--- src/rtl/display_pkg.sv ---
// display_pkg
// Shared definitions for the seven-segment writeback display:
//   - conversion FSM state encoding
//   - digit/group geometry and operand widths
//   - active-low segment codes {a,b,c,d,e,f,g} (bit 6 = a)
//   - helpers for segment decode and the double-dabble adjust step
package display_pkg;

  typedef enum logic [1:0] {
    IDLE   = 2'd0,
    SHIFT  = 2'd1,
    COMMIT = 2'd2
  } convState_t;

  localparam int NUM_DIGITS       = 8;
  localparam int DIGITS_PER_GROUP = 4;
  localparam int VALUE_WIDTH      = 13;
  localparam int SHIFT_CYCLES     = 13;
  localparam int BCD_WIDTH        = 4 * DIGITS_PER_GROUP;

  localparam logic [6:0] SEG_0     = 7'b0000001;
  localparam logic [6:0] SEG_1     = 7'b1001111;
  localparam logic [6:0] SEG_2     = 7'b0010010;
  localparam logic [6:0] SEG_3     = 7'b0000110;
  localparam logic [6:0] SEG_4     = 7'b1001100;
  localparam logic [6:0] SEG_5     = 7'b0100100;
  localparam logic [6:0] SEG_6     = 7'b0100000;
  localparam logic [6:0] SEG_7     = 7'b0001111;
  localparam logic [6:0] SEG_8     = 7'b0000000;
  localparam logic [6:0] SEG_9     = 7'b0000100;
  localparam logic [6:0] SEG_BLANK = 7'b1111111;

  // Non-decimal nibbles cannot come out of the converter; they blank
  // rather than show garbage.
  function automatic logic [6:0] segDecode(input logic [3:0] digit);
    logic [6:0] seg;
    case (digit)
      4'd0:    seg = SEG_0;
      4'd1:    seg = SEG_1;
      4'd2:    seg = SEG_2;
      4'd3:    seg = SEG_3;
      4'd4:    seg = SEG_4;
      4'd5:    seg = SEG_5;
      4'd6:    seg = SEG_6;
      4'd7:    seg = SEG_7;
      4'd8:    seg = SEG_8;
      4'd9:    seg = SEG_9;
      default: seg = SEG_BLANK;
    endcase
    return seg;
  endfunction

  // Add 3 to every nibble that is 5 or more, so the following left shift
  // carries correctly into the next decimal digit.
  function automatic logic [BCD_WIDTH-1:0] dabbleAdjust(input logic [BCD_WIDTH-1:0] bcd);
    logic [BCD_WIDTH-1:0] adj;
    adj = bcd;
    for (int n = 0; n < DIGITS_PER_GROUP; n++) begin
      if (bcd[4*n +: 4] >= 4'd5) begin
        adj[4*n +: 4] = bcd[4*n +: 4] + 4'd3;
      end
    end
    return adj;
  endfunction

endpackage

--- src/rtl/seg_scan_display_bin2bcd.sv ---
// bin2bcd_seq
// Sequential shift-add-3 converter: one 13-bit binary value to four BCD
// nibbles, one shift per clock, SHIFT_CYCLES clocks per conversion.
// Ports:
//   clk, rst  - clock, asynchronous active-high reset
//   start     - capture value, clear the accumulator and begin shifting
//   value     - binary operand (sampled only on start)
//   done      - high during the cycle whose shift completes the conversion
//   bcd       - {thousands, hundreds, tens, units}; final after done cycle
module bin2bcd_seq
  import display_pkg::*;
(
  input  logic                   clk,
  input  logic                   rst,
  input  logic                   start,
  input  logic [VALUE_WIDTH-1:0] value,
  output logic                   done,
  output logic [BCD_WIDTH-1:0]   bcd
);

  logic [VALUE_WIDTH-1:0] binReg;
  logic [3:0]             stepCnt;
  logic                   active;
  logic [BCD_WIDTH-1:0]   bcdAdj;

  assign bcdAdj = dabbleAdjust(bcd);
  assign done   = active && (stepCnt == 4'(SHIFT_CYCLES - 1));

  always_ff @(posedge clk or posedge rst) begin
    if (rst) begin
      binReg  <= '0;
      bcd     <= '0;
      stepCnt <= '0;
      active  <= 1'b0;
    end else if (start) begin
      binReg  <= value;
      bcd     <= '0;
      stepCnt <= '0;
      active  <= 1'b1;
    end else if (active) begin
      // The adjusted top bit is always zero for a 13-bit operand, so
      // shifting it out loses nothing.
      bcd     <= (bcdAdj << 1) | BCD_WIDTH'(binReg[VALUE_WIDTH-1]);
      binReg  <= binReg << 1;
      stepCnt <= stepCnt + 4'd1;
      if (done) begin
        active <= 1'b0;
      end
    end
  end

endmodule

--- src/rtl/seg_scan_display.sv ---
// seg_scan_display
// Shows two 13-bit writeback values in decimal on an 8-digit multiplexed
// seven-segment display. NumberA occupies digits 3..0, NumberB digits 7..4.
// Ports:
//   Clk, Rst  - board clock, asynchronous active-high reset
//   Load      - one-cycle strobe capturing NumberA/NumberB
//   NumberA/B - binary operands
//   Busy      - conversion in progress (registered)
//   out7      - active-low segments {a..g}, registered
//   en_out    - active-low digit anodes, registered, at most one low
//
// Conversion FSM
//   state  | meaning
//   IDLE   | displayed digits stable, waiting for Load
//   SHIFT  | both converters shifting, SHIFT_CYCLES cycles
//   COMMIT | copy BCD results to the display; restart if a load is waiting
module seg_scan_display
  import display_pkg::*;
#(
  parameter int REFRESH_BITS  = 17,
  parameter bit BLANK_LEADING = 1'b1
) (
  input  logic                   Clk,
  input  logic                   Rst,
  input  logic                   Load,
  input  logic [VALUE_WIDTH-1:0] NumberA,
  input  logic [VALUE_WIDTH-1:0] NumberB,
  output logic                   Busy,
  output logic [6:0]             out7,
  output logic [NUM_DIGITS-1:0]  en_out
);

  localparam logic [NUM_DIGITS-1:0] ANODE_ONE = NUM_DIGITS'(1);
  localparam int NUM_GROUPS = NUM_DIGITS / DIGITS_PER_GROUP;

  convState_t             state;
  logic                   pendFlag;
  logic [VALUE_WIDTH-1:0] pendA;
  logic [VALUE_WIDTH-1:0] pendB;
  logic [3:0]             digitReg [NUM_DIGITS];

  logic                   startConv;
  logic [VALUE_WIDTH-1:0] opA;
  logic [VALUE_WIDTH-1:0] opB;
  logic [BCD_WIDTH-1:0]   bcdA;
  logic [BCD_WIDTH-1:0]   bcdB;
  logic                   doneA;
  logic                   doneB;

  logic [REFRESH_BITS-1:0] scanCnt;
  logic [2:0]              sel;
  logic [NUM_DIGITS-1:0]   blankMask;
  logic                    zeroAbove;

  // A Load arriving in COMMIT is newer than anything pending, so it is
  // started directly instead of the pending operands.
  always_comb begin
    startConv = 1'b0;
    opA       = NumberA;
    opB       = NumberB;
    case (state)
      IDLE: begin
        startConv = Load;
      end
      COMMIT: begin
        startConv = Load || pendFlag;
        if (!Load) begin
          opA = pendA;
          opB = pendB;
        end
      end
      default: begin
        startConv = 1'b0;
      end
    endcase
  end

  bin2bcd_seq u_convA (
    .clk   (Clk),
    .rst   (Rst),
    .start (startConv),
    .value (opA),
    .done  (doneA),
    .bcd   (bcdA)
  );

  bin2bcd_seq u_convB (
    .clk   (Clk),
    .rst   (Rst),
    .start (startConv),
    .value (opB),
    .done  (doneB),
    .bcd   (bcdB)
  );

  always_ff @(posedge Clk or posedge Rst) begin
    if (Rst) begin
      state    <= IDLE;
      Busy     <= 1'b0;
      pendFlag <= 1'b0;
      pendA    <= '0;
      pendB    <= '0;
      for (int i = 0; i < NUM_DIGITS; i++) begin
        digitReg[i] <= 4'd0;
      end
    end else begin
      case (state)
        IDLE: begin
          if (Load) begin
            state <= SHIFT;
            Busy  <= 1'b1;
          end
        end
        SHIFT: begin
          if (Load) begin
            pendA    <= NumberA;
            pendB    <= NumberB;
            pendFlag <= 1'b1;
          end
          if (doneA && doneB) begin
            state <= COMMIT;
          end
        end
        COMMIT: begin
          for (int i = 0; i < DIGITS_PER_GROUP; i++) begin
            digitReg[i]                  <= bcdA[4*i +: 4];
            digitReg[i+DIGITS_PER_GROUP] <= bcdB[4*i +: 4];
          end
          pendFlag <= 1'b0;
          if (startConv) begin
            state <= SHIFT;
          end else begin
            state <= IDLE;
            Busy  <= 1'b0;
          end
        end
        default: begin
          state <= IDLE;
          Busy  <= 1'b0;
        end
      endcase
    end
  end

  // Leading-zero mask: walk each group from its most significant digit
  // down; the group's units digit is never blanked.
  always_comb begin
    blankMask = '0;
    zeroAbove = 1'b1;
    for (int g = 0; g < NUM_GROUPS; g++) begin
      zeroAbove = 1'b1;
      for (int p = DIGITS_PER_GROUP - 1; p > 0; p--) begin
        zeroAbove = zeroAbove && (digitReg[g*DIGITS_PER_GROUP + p] == 4'd0);
        blankMask[g*DIGITS_PER_GROUP + p] = zeroAbove;
      end
    end
  end

  assign sel = scanCnt[REFRESH_BITS-1 -: 3];

  always_ff @(posedge Clk or posedge Rst) begin
    if (Rst) begin
      scanCnt <= '0;
      en_out  <= '1;
      out7    <= SEG_BLANK;
    end else begin
      scanCnt <= scanCnt + REFRESH_BITS'(1);
      en_out  <= ~(ANODE_ONE << sel);
      if (BLANK_LEADING && blankMask[sel]) begin
        out7 <= SEG_BLANK;
      end else begin
        out7 <= segDecode(digitReg[sel]);
      end
    end
  end

endmodule

--- config.mk ---
export PLATFORM = sky130hd
export DESIGN_NAME = seg_scan_display
export DESIGN_NICKNAME = d
export VERILOG_FILES = /design/src/rtl/display_pkg.sv /design/src/rtl/seg_scan_display_bin2bcd.sv /design/src/rtl/seg_scan_display.sv
export SDC_FILE = /design/constraint.sdc
export NUM_CORES = 1
export LEC_CHECK = 0
export BUFFER_PORTS_ARGS = -buffer_cell sky130_fd_sc_hd__buf_4
export CAP_MARGIN = 40
export CORE_MARGIN = 3
export CORE_UTILIZATION = 50
export CTS_CLUSTER_SIZE = 28
export DETAILED_ROUTE_END_ITERATION = 8
export HOLD_SLACK_MARGIN = 0.1
export PLACE_DENSITY = 0.7
export SYNTH_ARGS = -nofsm -noshare
export SYNTH_HDL_FRONTEND = slang
export SYNTH_SLANG_ARGS = --single-unit
--- constraint.sdc ---
create_clock -name Clk -period 5.7 [get_ports Clk]
set_input_delay 1.14 -clock Clk [delete_from_list [all_inputs] [get_ports Clk]]
set_output_delay 1.14 -clock Clk [all_outputs]
set_load 0.02 [all_outputs]
# Word level (Yosys, flattened, before mapping)
# Memory sizes are Yosys's and may differ from the RTL's.
# Index checks and enable logic that the tools add are counted.
[word_totals] ff_bits=162 latch_bits=0 ramBits=0 mem_bits_ro=112 input_bits=29 out_inout_bits=16 mem_count=1
[op_classes] addsub=11 n_mul=0 div=0 magnitude_cmp=10 n_eq_ne=8 n_shift=1 mux=45 n_bitwise=5 reduce_logical=21
[memory_table] memory="(name not given)" depth=16 word_bits=7 read_ports=1 rd_ports_with_merged_regs=0 write_ports=0 line_no="display_pkg.sv:37" text="case (digit)"
[ops] cell="$mux 13" count=8
[ops] cell="$mux 16" count=4
[ops] cell="$mux 4" count=12
[ops] cell="$ge 4x3->1 const B" count=8
[ops] cell="$or 16x1->16" count=2
[ops] cell="$add 4x2->4 const B" count=6
[ops] cell="$logic_not 4->1" count=6
[ops] cell="$add 17x1->17 const B" count=1
[ops] cell="$bmux 4 s3" count=1
[ops] cell="$mux 1" count=10
[ops] cell="$add 4x1->4 const B" count=2
[ops] cell="$eq 4x4->1 const B" count=2
[ops] cell="$ne 2x2->1 const B" count=4
[ops] cell="$not 8->8" count=1
[ops] cell="$shl 1x3->8 const A" count=1
[ops] cell="$logic_and 1x1->1" count=7
[ops] cell="$mux 7" count=1
[ops] cell="$add 3x2->3 const B" count=2
[ops] cell="$mux 3" count=2
[ops] cell="$pmux 2 s3" count=1
[ops] cell="$reduce_bool 2->1" count=3
[ops] cell="$ge 4x4->1 const B" count=1
[ops] cell="$lt 3x4->1 const B" count=1
[ops] cell="$mux 2" count=2
[ops] cell="11 further kinds" count=13

# Depth between registers and ports, before layout
# Gate-level depths: netlist of run 1.
[depth] depth_word=6 depth_mapped=11

# Cells and area by module
# A second synthesis of run 1 with hierarchy kept.
[hier_totals] hier_cells=697 area_unflattened_um2=8007.7
[by_module_without_submodules] module="seg_scan_display" n_inst=1 cells_each=315 area_each_um2=4324.1 seq_area_each_um2=2371.0
[by_module_without_submodules] module="bin2bcd_seq" n_inst=2 cells_each=191 area_each_um2=1841.8 seq_area_each_um2=850.8

# Least setup slack after synthesis of run 1
# No wires, ideal clock.
[synth_timing] path_type="input to register" from="input Load" to="register u_convA.bcd[0]" t_arrival_ns=2.253 setup_slack_ns=3.316 cell_stages=6 cell_sequence="buf_2 > a21oi_1 > nor2_1 > clkbuf_1 > clkbuf_1 > nor2_1"
[synth_between] elab_chain_len=3 word_cells_on_any_way=4
[synth_rtl] item="from (decl)" line_no="seg_scan_display.sv:25" text="input logic Load,"
[synth_rtl] item="$logic_or 1x1->1" line_no="seg_scan_display.sv:66" text="startConv = Load || pendFlag;"
[synth_rtl] item="$pmux 1 s2 (*)" line_no="seg_scan_display.sv:61" text="case (state)"
[synth_rtl] item="$mux 16 / $reduce_bool 2->1 (equally long branches)"
[synth_rtl] item="to (signal assigned)" line_no="seg_scan_display_bin2bcd.sv:43" text="bcd <= (bcdAdj << 1) | BCD_WIDTH'(binReg[VALUE_WIDTH-1]);"
[synth_rtl] item="to (decl)" line_no="seg_scan_display_bin2bcd.sv:18" text="output logic [BCD_WIDTH-1:0] bcd"
# Mark *: on every way between the ends. The rest lies on a longest branch, timed or not.
# A chain may end at the register's enable or synchronous reset.

# Worst setup path in the final report of run 1
[layout_timing] from="register scanCnt[16]" to="register out7[3]"
[layout_between] elab_chain_len=6 word_cells_on_any_way=8
[layout_rtl] item="from (decl)" line_no="seg_scan_display.sv:50" text="logic [REFRESH_BITS-1:0] scanCnt;"
[layout_rtl] item="from (signal assigned)" line_no="seg_scan_display.sv:167" text="scanCnt <= scanCnt + REFRESH_BITS'(1);"
[layout_rtl] item="$not 3->4 (not written as such)" line_no="seg_scan_display.sv:172" text="out7 <= segDecode(digitReg[sel]);"
[layout_rtl] item="$bmux 4 s3" line_no="seg_scan_display.sv:172"
[layout_rtl] item="$mux 4 (not written as such) (2 in series)" line_no="seg_scan_display.sv:172"
[layout_rtl] item="$mem_v2 16x7"
[layout_rtl] item="$mux 7 (*)" line_no="seg_scan_display.sv:169" text="if (BLANK_LEADING && blankMask[sel]) begin"
[layout_rtl] item="to (signal assigned)" line_no="seg_scan_display.sv:172"
[layout_rtl] item="to (decl)" line_no="seg_scan_display.sv:29" text="output logic [6:0] out7,"
# Mark *: on every way between the ends. The rest lies on a longest branch, timed or not. The select of a mux whose other input is x is not followed.

==> results of run 1 <==
-- path summary, 6_finish.rpt --
check | from | end | cells after the start
setup / recovery | scanCnt[16] | out7[3] | 8
hold / removal | scanCnt[13] | scanCnt[13] | 1
setup reg to reg | scanCnt[16] | out7[3] | 8
hold reg to reg | scanCnt[13] | scanCnt[13] | 1
max in group asynchronous | Rst | u_convB.bcd[13] | 3
min in group asynchronous | Rst | scanCnt[4] | 2
-- logic make-up (layout without fill, tap and decap cells) --
group | after synthesis | after routing | share of synthesized area
adders and majority gates | 27 | 27 | 0.0425
buffers and inverters | 69 | 113 | 0.0356
xor gates and xnor gates | 29 | 29 | 0.0319
AOI/OAI and AO/OA | 135 | 135 | 0.106
muxes | 104 | 104 | 0.148
DFF | 162 | 162 | 0.512
and+or+nand+nor | 193 | 193 | 0.124
-- layout make-up --
| cell class | instances | area, sq um | share of cell area |
|---|---|---|---|
| Clock buffer | 28 | 507 | 0.0559 |
| Clock inverter | 4 | 72.6 | 0.00800 |
| Inverter | 29 | 114 | 0.0126 |
| Multi-Input combinational cell | 488 | 3600 | 0.397 |
| Sequential cell | 162 | 4070 | 0.449 |
| Tap cell | 211 | 264 | 0.0291 |
| Timing Repair Buffer | 52 | 438 | 0.0483 |
-- state kept, by name, summed over array words and instances (netlist names) --
name and count:
u_convB.stepCnt 4, u_convA.stepCnt 4, u_convB.active 1, out7 7, state 2, u_convA.active 1, digitReg 32, u_convA.bcd 16
u_convB.binReg 13, pendFlag 1, Busy 1, pendB 13, pendA 13, scanCnt 17, u_convB.bcd 16, en_out 8
u_convA.binReg 13
-- per-layer routing --
metal / track usage / vias to the layer above / part of all wire
met2: 0.289 / 94 / 0.49
met3: 0.0454 / 26 / 0.038
met1: 0.225 / 2539 / 0.45
li1: - / 2587 / -
met4: 0.0677 / 0 / 0.020
met5: 0 / - / 0
-- metrics by stage --
step	cell area, sq um	setup WS, ns	std cells	hold WS, ns
after floorplan	7950	0.208	719	0.434
after global placement	8420	2.81	939	0.448
after detailed placement	8490	2.92	942	0.457
after CTS	9070	2.90	974	0.469
after global routing	9070	2.65	974	0.490
final	9070	2.91	974	0.471
-- synth_stat cells (all sizes together), types with 18 or more instances --
master / count
a211oi: 33
a21oi: 50
clkbuf: 25
dfrtp: 147
ha: 27
inv: 29
mux2: 43
mux2i: 57
nand2: 43
nand3: 20
nor2: 48
nor2b: 26
o21ai: 37
xnor2: 18
-- power by group through the flow --
stage                     clock network (mW)  logic (mW)  registers [mW]
after floorplan                            0       0.954            1.59
after global placement                     0        1.01            1.70
after detailed placement                   0        1.14            1.70
after CTS                               1.14        1.15            1.68
after global routing                    1.19        1.29            1.72
final                                   1.12        1.13            1.68
==> impl_metrics.prom, run 1 <==
# TYPE chip_impl_metric gauge
chip_impl_info{name="outcome",value="complete, no violations"} 1
chip_impl_metric{name="power.density_cell_area",unit="nW/um^2"} 433
chip_impl_info{name="grt_setup_unrepaired",value="false"} 1
chip_impl_metric{name="synth_largest_type_area_fraction",unit=""} 0.463
chip_impl_metric{name="antenna_cells_inserted",unit=""} 0
chip_impl_metric{name="power_leakage",unit="nW"} 4.10
chip_impl_metric{name="post_synth_instance_area",unit="sq um"} 7950
chip_impl_metric{name="timing.final.hold_violations",unit=""} 0
chip_impl_info{name="cpMaxStageDelayCell",value="dfrtp_1"} 1
chip_impl_metric{name="die_area",unit="sq um"} 17400
chip_impl_metric{name="ports",unit=""} 45
chip_impl_metric{name="clkPwrFrac",unit=""} 0.285
chip_impl_info{name="worstSetupStartpointType",value="flip-flop"} 1
chip_impl_metric{name="worst_setup_skew_after_layout",unit="ns"} 0.00769
chip_impl_info{name="kind_of_cell_adding_the_most_delay_to_the_critical_path",value="flip-flops"} 1
chip_impl_metric{name="req_time_crit_path",unit="ns"} 6.03
chip_impl_metric{name="detail_route.wirelength",unit="microns"} 14400
chip_impl_metric{name="dr.first_iter.drc_count",unit=""} 270
chip_impl_metric{name="seq_power_share",unit=""} 0.428
chip_impl_metric{name="core_area",unit="sq um"} 15400
chip_impl_metric{name="r2r_slack",unit="ns"} 2.91
chip_impl_metric{name="worst-path-max-fanout",unit=""} 27
chip_impl_metric{name="timing.critical_path.buf_inv",unit=""} 1
chip_impl_metric{name="area_growth_syn_to_layout",unit="%"} 14.1
chip_impl_metric{name="synth-seq-area-share",unit=""} 0.512
chip_impl_metric{name="clk_pin_slew_worst_paths",unit="ns"} 0.06
chip_impl_metric{name="grt_start_max_net_pins",unit=""} 89
chip_impl_metric{name="io_buffers",unit=""} 44
chip_impl_info{name="cts_root_buffer",value="clkbuf_16"} 1
chip_impl_metric{name="postcts_setup_bufs",unit=""} 0
chip_impl_metric{name="comb_power_share",unit=""} 0.287
chip_impl_metric{name="finalWorstPathRequiredPeriod",unit="ns"} 2.79
chip_impl_metric{name="final.fill_count",unit=""} 1267
chip_impl_metric{name="dp.final_hpwl",unit="microns"} 9580
chip_impl_metric{name="sw_ratio",unit=""} 0.324
chip_impl_metric{name="setup_tns",unit="ns"} 0
chip_impl_metric{name="fp-row-count",unit=""} 45
chip_impl_metric{name="layout-drive-gt1-share",unit=""} 0.201
chip_impl_metric{name="ys.warnings.count",unit=""} 0
chip_impl_metric{name="firstDrtPassIters",unit=""} 4
chip_impl_metric{name="h_tree_levels",unit=""} 4
chip_impl_info{name="tritoncts_clock_tree",value="done"} 1
chip_impl_metric{name="fp.dieW",unit="microns"} 132
chip_impl_metric{name="number_of_clock_buffers_inserted_by_tritoncts",unit=""} 17
chip_impl_metric{name="final_clock_period_utilization_by_the_worst_path",unit=""} 0.489
chip_impl_metric{name="globalRouteTotalUtil",unit=""} 0.176
chip_impl_metric{name="syn_area_per_cell",unit="sq um"} 11.1
chip_impl_metric{name="initial_antenna_violation_count",unit=""} 0
chip_impl_info{name="synth_top_cell_by_area",value="dfrtp_1"} 1
chip_impl_info{name="hold_class",value="reg -> reg"} 1
chip_impl_info{name="ys_top_cells_by_area",value="dfrtp_1, mux2i_1, mux2_2, dfstp_2, ha_1"} 1
chip_impl_metric{name="antenna_violating_nets_post_route",unit=""} 0
chip_impl_metric{name="worst-endpoint-arrival",unit="ns"} 3.12
chip_impl_metric{name="synth_fp_nets",unit=""} 775
chip_impl_metric{name="initial_utilization",unit=""} 0.517
chip_impl_metric{name="routabilityCongestion",unit=""} 0.802
chip_impl_metric{name="chipHeight",unit="microns"} 132
chip_impl_metric{name="clockBufferDepth",unit=""} 2
chip_impl_metric{name="drv_cap",unit=""} 0
chip_impl_metric{name="via_count",unit=""} 5246
chip_impl_info{name="sort_of_element_at_the_end_of_the_critical_path",value="flip-flop"} 1
chip_impl_metric{name="cts_sinks",unit=""} 162
chip_impl_metric{name="finish.utilization",unit=""} 0.590
chip_impl_info{name="most-common-layout-cells",value="dfrtp_1, mux2i_1, a21oi_1"} 1
chip_impl_metric{name="irDropWorstVdd",unit="V"} 0.000242
chip_impl_metric{name="grt_overflow_total",unit=""} 0
chip_impl_metric{name="route.detailed.drc",unit=""} 0
chip_impl_metric{name="clk_latency",unit="ns"} 0.42
chip_impl_metric{name="flip_flop_and_latch_count_after_synthesis",unit=""} 162
chip_impl_metric{name="p_total",unit="mW"} 3.92
chip_impl_metric{name="cts-resized-gates",unit=""} 0
chip_impl_metric{name="synth_enable_flop_cells",unit=""} 0
chip_impl_metric{name="cts_hold_buffers",unit=""} 0
chip_impl_metric{name="grt_first_pass_wirelength",unit="microns"} 25200
chip_impl_metric{name="slew_headroom",unit=""} 0.400
chip_impl_metric{name="syn_inst",unit=""} 719
chip_impl_metric{name="fin_nets",unit=""} 806
chip_impl_info{name="critPathKind",value="reg -> reg"} 1
chip_impl_metric{name="routed_wire_length_per_instance",unit="microns"} 14.7
chip_impl_metric{name="slew_worst_pin",unit="ns"} 0.900
chip_impl_info{name="yosys_most_used_dff",value="dfrtp_1"} 1
chip_impl_metric{name="setup_violations",unit=""} 0
chip_impl_info{name="commonest_non_fill_non_tap_cell_in_the_layout",value="dfrtp_1"} 1
chip_impl_metric{name="critical_path.max_stage_delay",unit="ns"} 0.90
chip_impl_metric{name="yosys.cell_types.count",unit=""} 48
chip_impl_metric{name="p_int",unit="mW"} 2.65
chip_impl_metric{name="timing.final.max_slew_violations",unit=""} 0
chip_impl_metric{name="fmax",unit="GHz"} 0.359
chip_impl_metric{name="vias_per_cell",unit=""} 5.39
chip_impl_metric{name="total_switching_power",unit="mW"} 1.27
chip_impl_metric{name="first_global_vias",unit=""} 5328
chip_impl_info{name="ordered_cell_list_for_the_critical_path",value="and2b_1, a2111oi_0, or4_1, inv_1, ha_1, and2_1, o21ai_0, nand4_1"} 1
chip_impl_metric{name="postSynth.asyncResetShare",unit=""} 1.00
(Power assumes the default switching activity.)
==> run 2, diff against run 1 <==
- ABC_AREA: unset -> 1
- clock period: 5.7 -> 2.5 ns (I/O delays scaled with it)
==> run 2 against run 1 <==
Net effect:
- critical path depth up 2
- sequential power increased by 120%
- via count is 21% higher
- combinational power is 130% higher
- clock skew is 0.0011 ns higher
- non-clock buffer count increased by 12
- synthesized area increased by 1.6%
- count of clock-buffer cells in the layout fell by 11
- power is 130% higher
==> impl_metrics.prom, run 2 <==
# TYPE chip_impl_metric gauge
chip_impl_metric{name="synth.area.mux_share",unit=""} 0
chip_impl_info{name="commonest_non_fill_non_tap_cell_in_the_layout",value="nand2_1"} 1
chip_impl_info{name="sort_of_element_at_the_end_of_the_critical_path",value="flip-flop"} 1
chip_impl_metric{name="route.detailed.drc",unit=""} 0
chip_impl_metric{name="cts-resized-gates",unit=""} 0
chip_impl_metric{name="routedLengthMet1",unit="microns"} 7720
chip_impl_metric{name="grt_start_max_net_pins",unit=""} 93
chip_impl_metric{name="post_layout_nonfiller_instances",unit=""} 1251
chip_impl_metric{name="antenna_violating_nets_post_route",unit=""} 0
chip_impl_info{name="ordered_cell_list_for_the_critical_path",value="inv_1, nand2_1, nor2_1, nor2_1, nand2_1, nand2_1, ha_1, nand3_1, nand3_1, nand3_1"} 1
chip_impl_metric{name="synth-seq-area-share",unit=""} 0.504
chip_impl_metric{name="synth_enable_flop_cells",unit=""} 0
chip_impl_metric{name="power.density_cell_area",unit="nW/um^2"} 968
chip_impl_metric{name="synth_fa_ha_area_frac",unit=""} 0.0418
chip_impl_metric{name="synth_largest_type_area_fraction",unit=""} 0.456
chip_impl_info{name="most-common-layout-cells",value="nand2_1, o21ai_0, dfrtp_1"} 1
chip_impl_metric{name="via_count",unit=""} 6367
chip_impl_metric{name="chipHeight",unit="microns"} 133
chip_impl_metric{name="dr_wl_met3",unit="microns"} 614
chip_impl_metric{name="req_time_crit_path",unit="ns"} 2.84
chip_impl_metric{name="met2WireLength",unit="microns"} 7230
chip_impl_metric{name="core_area",unit="sq um"} 15500
chip_impl_info{name="worstSetupStartpointType",value="flip-flop"} 1
chip_impl_info{name="outcome",value="complete, no violations"} 1
chip_impl_metric{name="grt_first_pass_wirelength",unit="microns"} 28300
chip_impl_metric{name="detail_route.wirelength",unit="microns"} 15800
chip_impl_metric{name="synth_fp_nets",unit=""} 1044
chip_impl_metric{name="h_tree_levels",unit=""} 4
chip_impl_metric{name="r2r.worst_path.cells",unit=""} 10
chip_impl_metric{name="clk_pin_slew_worst_paths",unit="ns"} 0.07
chip_impl_metric{name="setup_violations",unit=""} 0
chip_impl_info{name="largest_register",value="digitReg"} 1
chip_impl_info{name="yosys_most_used_dff",value="dfrtp_1"} 1
chip_impl_metric{name="postcts_setup_bufs",unit=""} 0
chip_impl_metric{name="post_synth_instance_area",unit="sq um"} 8070
chip_impl_metric{name="worst_setup_skew_after_layout",unit="ns"} 0.00877
chip_impl_metric{name="timing.final.max_slew_violations",unit=""} 0
chip_impl_metric{name="dpl.cell_count",unit=""} 1218
chip_impl_metric{name="antenna_cells_inserted",unit=""} 0
chip_impl_metric{name="yosys.cell_types.count",unit=""} 34
chip_impl_metric{name="worst-endpoint-arrival",unit="ns"} 2.33
chip_impl_metric{name="cts_sinks",unit=""} 162
chip_impl_metric{name="slew_headroom",unit=""} 0.450
chip_impl_metric{name="postSynth.asyncResetShare",unit=""} 1.00
chip_impl_metric{name="dr.first_iter.drc_count",unit=""} 357
chip_impl_metric{name="layout-drive-gt1-share",unit=""} 0.130
chip_impl_metric{name="ports",unit=""} 45
chip_impl_info{name="kind_of_cell_adding_the_most_delay_to_the_critical_path",value="simple AND/OR/NAND/NOR gates"} 1
chip_impl_metric{name="dp.final_hpwl",unit="microns"} 10800
chip_impl_metric{name="irDropWorstVdd",unit="V"} 0.000586
chip_impl_metric{name="ys.warnings.count",unit=""} 0
chip_impl_metric{name="p_total",unit="mW"} 9.00
chip_impl_metric{name="io_buffers",unit=""} 44
chip_impl_metric{name="firstDrtPassIters",unit=""} 5
chip_impl_metric{name="synth_compound_gate_area_share",unit=""} 0.154
chip_impl_metric{name="critical_path.max_stage_delay",unit="ns"} 0.37
chip_impl_metric{name="clk_latency",unit="ns"} 0.43
chip_impl_metric{name="syn_inst",unit=""} 988
chip_impl_metric{name="post-route-worst-setup-slack",unit="ns"} 0.508
chip_impl_metric{name="fp.dieW",unit="microns"} 133
chip_impl_metric{name="final_clock_period_utilization_by_the_worst_path",unit=""} 0.797
chip_impl_metric{name="worst_hold_slack",unit="ns"} 0.108
chip_impl_info{name="cpMaxStageDelayCell",value="dfrtp_1"} 1
chip_impl_metric{name="globalRouteTotalUtil",unit=""} 0.192
chip_impl_metric{name="synthSimpleGateAreaFrac",unit=""} 0.201
chip_impl_metric{name="syn_area_per_cell",unit="sq um"} 8.17
chip_impl_info{name="hold_class",value="in -> async"} 1
chip_impl_info{name="synth_top_family_by_area",value="simple AND/OR/NAND/NOR gates"} 1
chip_impl_metric{name="post-place-ws",unit="ns"} 0.229
chip_impl_metric{name="timing.final.hold_violations",unit=""} 0
chip_impl_metric{name="power_leakage",unit="nW"} 4.44
chip_impl_metric{name="number_of_clock_buffers_inserted_by_tritoncts",unit=""} 17
chip_impl_metric{name="r2r_slack",unit="ns"} 0.51
chip_impl_metric{name="area_growth_syn_to_layout",unit="%"} 15.1
chip_impl_info{name="r2r_end",value="out7[3]"} 1
chip_impl_metric{name="routed_wire_length_per_instance",unit="microns"} 12.6
chip_impl_metric{name="fin_nets",unit=""} 1083
chip_impl_info{name="yosysMostFrequentCell",value="nand2_1"} 1
chip_impl_metric{name="first_global_vias",unit=""} 6152
chip_impl_info{name="synth_top_cell_by_area",value="dfrtp_1"} 1
chip_impl_metric{name="vias_per_cell",unit=""} 5.09
chip_impl_metric{name="fmax",unit="GHz"} 0.502
chip_impl_metric{name="setup_tns",unit="ns"} 0
chip_impl_metric{name="slew_worst_pin",unit="ns"} 0.825
chip_impl_info{name="critPathKind",value="reg -> reg"} 1
chip_impl_metric{name="timing.critical_path.buf_inv",unit=""} 1
chip_impl_metric{name="drv_cap",unit=""} 0
chip_impl_metric{name="initial_antenna_violation_count",unit=""} 0
chip_impl_metric{name="flip_flop_and_latch_count_after_synthesis",unit=""} 162
chip_impl_metric{name="die_area",unit="sq um"} 17700
chip_impl_info{name="reg2reg_launch_point",value="scanCnt[14]"} 1
chip_impl_metric{name="largest_reg_flops",unit=""} 32
chip_impl_info{name="ys_top_cells_by_area",value="dfrtp_1, o21ai_0, nand2_1, dfstp_2, nor2_1"} 1
chip_impl_info{name="grt_setup_unrepaired",value="false"} 1
chip_impl_info{name="top_regs",value="digitReg (32), scanCnt (17)"} 1
chip_impl_info{name="synth_top_cells_by_count",value="nand2_1, o21ai_0, dfrtp_1, nor2_1, inv_1"} 1
chip_impl_metric{name="grt_overflow_total",unit=""} 0
chip_impl_metric{name="initial_utilization",unit=""} 0.521
chip_impl_info{name="cts_root_buffer",value="clkbuf_16"} 1
chip_impl_metric{name="routabilityCongestion",unit=""} 0.853
chip_impl_info{name="route.top_layer_used",value="met4"} 1
chip_impl_info{name="tritoncts_clock_tree",value="done"} 1
chip_impl_metric{name="fp-row-count",unit=""} 45
chip_impl_metric{name="finalWorstPathRequiredPeriod",unit="ns"} 1.99
chip_impl_metric{name="clockBufferDepth",unit=""} 2
chip_impl_metric{name="synth_xor_area_frac",unit=""} 0.0260
chip_impl_metric{name="worst-path-max-fanout",unit=""} 16
chip_impl_metric{name="cts_hold_buffers",unit=""} 0
[run 2: changes by cell type after synthesis, moves of 33 or more]
cell	change
a211oi_1	-33
inv_1	+73
mux2_2	-43
mux2i_1	-55
nand2_1	+166
nor2_1	+55
o21ai_0	+126
[run 2: cells by family after synthesis]
family / after synthesis
AND/OR/NAND/NOR: 392
buffers and inverters: 148
flip-flops: 162
XOR/XNOR: 24
AO/OA/AOI/OAI: 235
adder cells (fa/ha/maj): 27
[run 2: routing by layer]
layer / track usage / up-vias
li1: - / 3287
met1: 0.263 / 2938
met3: 0.0399 / 24
met2: 0.302 / 118
met5: 0 / -
met4: 0.0733 / 0
[run 2: worst max-delay path by stage]
stage | from | to | slack [ns] | depth (start not counted)
2_1_floorplan | Rst | Busy | -0.04 | 1
3_3_place_gp | Load | u_convA.bcd[4] | 0.36 | 6
3_5_place_dp | Load | u_convA.bcd[4] | 0.23 | 6
4_1_cts | u_convA.active | u_convA.bcd[4] | 0.42 | 4
5_1_grt | scanCnt[14] | out7[3] | 0.29 | 10
6_report | scanCnt[14] | out7[3] | 0.51 | 10
[run 2: where the power goes]
part / switching (mW) / internal [mW] / leakage, nW
registers: 0.346 / 3.31 / 1.99
clock network: 1.08 / 1.68 / 0.306
logic: 1.64 / 0.932 / 2.14
total: 3.07 / 5.93 / 4.44
[run 2: cell type report]
cell class | count | area (sq um)
fill | 1370 | 6190
sequential | 162 | 4070
timing repair buffer | 64 | 518
clock inverter | 15 | 205
clock buffer | 17 | 425
inverter | 104 | 394
multi-input combinational | 678 | 3410
tap | 211 | 264
[run 2: metrics by stage]
stage / utilization / instance area [sq um]
after CTS: 0.600 / 9290
final: 0.600 / 9290
after detailed placement: 0.559 / 8650
after floorplan: - / 8080
after global placement: 0.559 / 8650
after global routing: 0.600 / 9290
[run 2: worst register-to-register path: cells and delay by family, from the launching register on]
family	cells	cell delay (ns)
simple gates	8	0.85
flops	1	0.37
buf+inv	1	0.35
fa+ha+maj	1	0.33
==> run 3, diff against run 2 <==
- PLACE_DENSITY: 0.7 -> 0.67
- clock period: 2.5 -> 1.9 ns (I/O delays scaled with it)
==> run 3 against run 2 <==
Net effect:
- sequential cell count stayed put
- via count up 1.9%
- final cell count rose by 1.7%
- clock power increased by 45%
- count of clock-buffer cells in the layout is 2 higher
- wire length is 3.8% higher
- design area up 3.3%
- power increased by 37%
- worst hold slack better by 0.20 ns
- register-to-register slack worse by 0.39 ns
- non-clock buffer count grew 20
- critical path type unchanged
- largest cell class unchanged
==> impl_metrics.prom, run 3 (synthesis results as in run 2) <==
# TYPE chip_impl_metric gauge
chip_impl_metric{name="grt_start_max_net_pins",unit=""} 93
chip_impl_metric{name="die_area",unit="sq um"} 17700
chip_impl_metric{name="fin_nets",unit=""} 1104
chip_impl_metric{name="setup_tns",unit="ns"} 0
chip_impl_metric{name="area_growth_syn_to_layout",unit="%"} 18.9
chip_impl_info{name="r2r_end",value="out7[1]"} 1
chip_impl_metric{name="worst-endpoint-arrival",unit="ns"} 2.12
chip_impl_metric{name="power.density_cell_area",unit="nW/um^2"} 1280
chip_impl_info{name="critPathKind",value="reg -> reg"} 1
chip_impl_metric{name="clk_latency",unit="ns"} 0.43
chip_impl_metric{name="critical_path.max_stage_delay",unit="ns"} 0.47
chip_impl_metric{name="grt_overflow_total",unit=""} 0
chip_impl_info{name="reg2reg_launch_point",value="scanCnt[14]"} 1
chip_impl_info{name="worst_setup_path_startpoint",value="scanCnt[14]"} 1
chip_impl_metric{name="req_time_crit_path",unit="ns"} 2.24
chip_impl_metric{name="first_global_vias",unit=""} 6232
chip_impl_metric{name="initial_antenna_violation_count",unit=""} 0
chip_impl_metric{name="worst-path-max-fanout",unit=""} 16
chip_impl_metric{name="finalWorstPathRequiredPeriod",unit="ns"} 1.78
chip_impl_metric{name="timing.final.max_slew_violations",unit=""} 0
chip_impl_info{name="tritoncts_clock_tree",value="done"} 1
chip_impl_metric{name="r2r_slack",unit="ns"} 0.12
chip_impl_metric{name="firstDrtPassIters",unit=""} 5
chip_impl_metric{name="irDropWorstVdd",unit="V"} 0.000876
chip_impl_info{name="largest_register",value="digitReg"} 1
chip_impl_metric{name="core_area",unit="sq um"} 15500
chip_impl_metric{name="antenna_cells_inserted",unit=""} 0
chip_impl_metric{name="fp.dieW",unit="microns"} 133
chip_impl_metric{name="detail_route.wirelength",unit="microns"} 16400
chip_impl_metric{name="post-route-worst-setup-slack",unit="ns"} 0.116
chip_impl_metric{name="largest_reg_flops",unit=""} 32
chip_impl_metric{name="initial_utilization",unit=""} 0.521
chip_impl_metric{name="grt_first_pass_wirelength",unit="microns"} 28600
chip_impl_metric{name="number_of_clock_buffers_inserted_by_tritoncts",unit=""} 17
chip_impl_metric{name="slew_headroom",unit=""} 0.604
chip_impl_metric{name="post_layout_nonfiller_instances",unit=""} 1272
chip_impl_metric{name="final_clock_period_utilization_by_the_worst_path",unit=""} 0.939
chip_impl_metric{name="sw_ratio",unit=""} 0.327
chip_impl_info{name="outcome",value="complete, no violations"} 1
chip_impl_metric{name="finish.instance_area",unit="sq um"} 9600
chip_impl_metric{name="final.fill_count",unit=""} 1354
chip_impl_metric{name="r2r.worst_path.cells",unit=""} 11
chip_impl_metric{name="p_total",unit="mW"} 12.3
chip_impl_metric{name="min_path_cells",unit=""} 3
chip_impl_metric{name="seq_power_share",unit=""} 0.389
chip_impl_info{name="commonest_non_fill_non_tap_cell_in_the_layout",value="nand2_1"} 1
chip_impl_metric{name="timing.final.hold_violations",unit=""} 0
chip_impl_metric{name="clockBufferDepth",unit=""} 2
chip_impl_metric{name="routed_wire_length_per_instance",unit="microns"} 12.9
chip_impl_metric{name="routabilityCongestion",unit=""} 0.833
chip_impl_metric{name="p_int",unit="mW"} 8.30
chip_impl_metric{name="chipHeight",unit="microns"} 133
chip_impl_info{name="sort_of_element_at_the_end_of_the_critical_path",value="flip-flop"} 1
chip_impl_metric{name="globalRouteTotalUtil",unit=""} 0.195
chip_impl_metric{name="io_buffers",unit=""} 44
chip_impl_metric{name="cts_sinks",unit=""} 162
chip_impl_info{name="worstSetupStartpointType",value="flip-flop"} 1
chip_impl_metric{name="worst_hold_slack",unit="ns"} 0.309
chip_impl_metric{name="setup_violations",unit=""} 0
chip_impl_metric{name="h_tree_levels",unit=""} 4
chip_impl_metric{name="placed_area",unit="sq um"} 8760
chip_impl_metric{name="dpl.cell_count",unit=""} 1229
chip_impl_metric{name="finish.utilization",unit=""} 0.620
chip_impl_metric{name="layout-drive-gt1-share",unit=""} 0.156
chip_impl_metric{name="vias_per_cell",unit=""} 5.10
chip_impl_info{name="most-common-layout-cells",value="nand2_1, o21ai_0, dfrtp_1"} 1
chip_impl_metric{name="comb_power_share",unit=""} 0.286
chip_impl_metric{name="route.detailed.drc",unit=""} 0
chip_impl_metric{name="worst_setup_skew_after_layout",unit="ns"} 0.0123
chip_impl_metric{name="post-place-ws",unit="ns"} 0.0268
chip_impl_info{name="hold_class",value="in -> reg"} 1
chip_impl_metric{name="ports",unit=""} 45
chip_impl_info{name="ordered_cell_list_for_the_critical_path",value="buf_12, or2_2, nand2_1, nand2_1, nand2_2, inv_1, ha_1, inv_1, nand3_1, nand3_1, nand3_1"} 1
chip_impl_metric{name="fp-row-count",unit=""} 45
chip_impl_metric{name="clk_pin_slew_worst_paths",unit="ns"} 0.06
chip_impl_info{name="grt_setup_unrepaired",value="true"} 1
chip_impl_metric{name="antenna_violating_nets_post_route",unit=""} 0
chip_impl_info{name="top_regs",value="digitReg (32), scanCnt (17)"} 1
chip_impl_metric{name="power_leakage",unit="nW"} 4.58
chip_impl_metric{name="clkPwrFrac",unit=""} 0.326
chip_impl_metric{name="dp.final_hpwl",unit="microns"} 10800
chip_impl_metric{name="slew_worst_pin",unit="ns"} 0.594
chip_impl_info{name="cpMaxStageDelayCell",value="dfrtp_2"} 1
chip_impl_metric{name="fmax",unit="GHz"} 0.561
chip_impl_metric{name="dr.first_iter.drc_count",unit=""} 340
chip_impl_metric{name="via_count",unit=""} 6486
chip_impl_info{name="crit_top_cell",value="nand3_1"} 1
chip_impl_info{name="setup.worst_path.end",value="out7[1]"} 1
chip_impl_metric{name="drv_cap",unit=""} 0
chip_impl_info{name="cts_root_buffer",value="clkbuf_16"} 1
chip_impl_metric{name="total_switching_power",unit="mW"} 4.03
[run 3: changes by cell type in the layout (fill, tap and decap cells not counted), sizes merged]
| cell | delta |
|---|---|
| buf | +19 |
| inv | -5 |
| bufinv | +3 |
| clkbuf | +2 |
| clkinvlp | +2 |
| clkinv | -1 |
| dlygate4sd3 | +1 |
[run 3: layout make-up]
type	instances	area [sq um]	area share
timing repair inverter	1	7.51	0.000782
tap	211	264	0.0275
clock buffer	19	443	0.0461
clock inverter	13	256	0.0267
multi-input combinational	678	3450	0.359
sequential	162	4080	0.424
timing repair buffer	84	712	0.0741
inverter	104	398	0.0414
[run 3: worst min-delay path by stage]
stage | startpoint | to | slack (ns)
3_3_place_gp | scanCnt[0] | scanCnt[0] | 0.44
3_5_place_dp | scanCnt[0] | scanCnt[0] | 0.45
2_1_floorplan | scanCnt[0] | scanCnt[0] | 0.42
4_1_cts | NumberB[0] | u_convB.binReg[0] | 0.29
5_1_grt | NumberB[0] | u_convB.binReg[0] | 0.30
6_report | NumberB[0] | u_convB.binReg[0] | 0.31
[run 3: routing by layer]
| layer | track usage | vias up | share of wire |
|---|---|---|---|
| met5 | 0 | - | 0 |
| li1 | - | 3335 | - |
| met2 | 0.318 | 95 | 0.47 |
| met3 | 0.0525 | 16 | 0.032 |
| met4 | 0.0508 | 0 | 0.011 |
| met1 | 0.259 | 3040 | 0.49 |
[run 3: power by group through the flow]
stage / Clock (mW) / Sequential [mW] / Combinational, mW
floorplan: 0 / 4.76 / 2.63
global placement: 0 / 4.83 / 3.39
detailed placement: 0 / 4.84 / 3.50
CTS: 4.09 / 4.79 / 3.55
global route: 4.25 / 4.90 / 4.12
finish: 4.02 / 4.79 / 3.52
[run 3: timing repair]
item                                    in CTS  in global routing
resized for setup                            0                 18
hold buffers                                 1                  0
setup buffers                                0                  9
hold endpoints to repair                    70                  0
endpoints found under the setup margin       0                  8
[run 3: critical path, delay by kind of cell, from the launching register on]
family                     cells  cell delay (ns)
DFF                            1             0.47
adders and majority gates      1             0.18
buffers and inverters          3             0.28
and+or+nand+nor                7             0.77
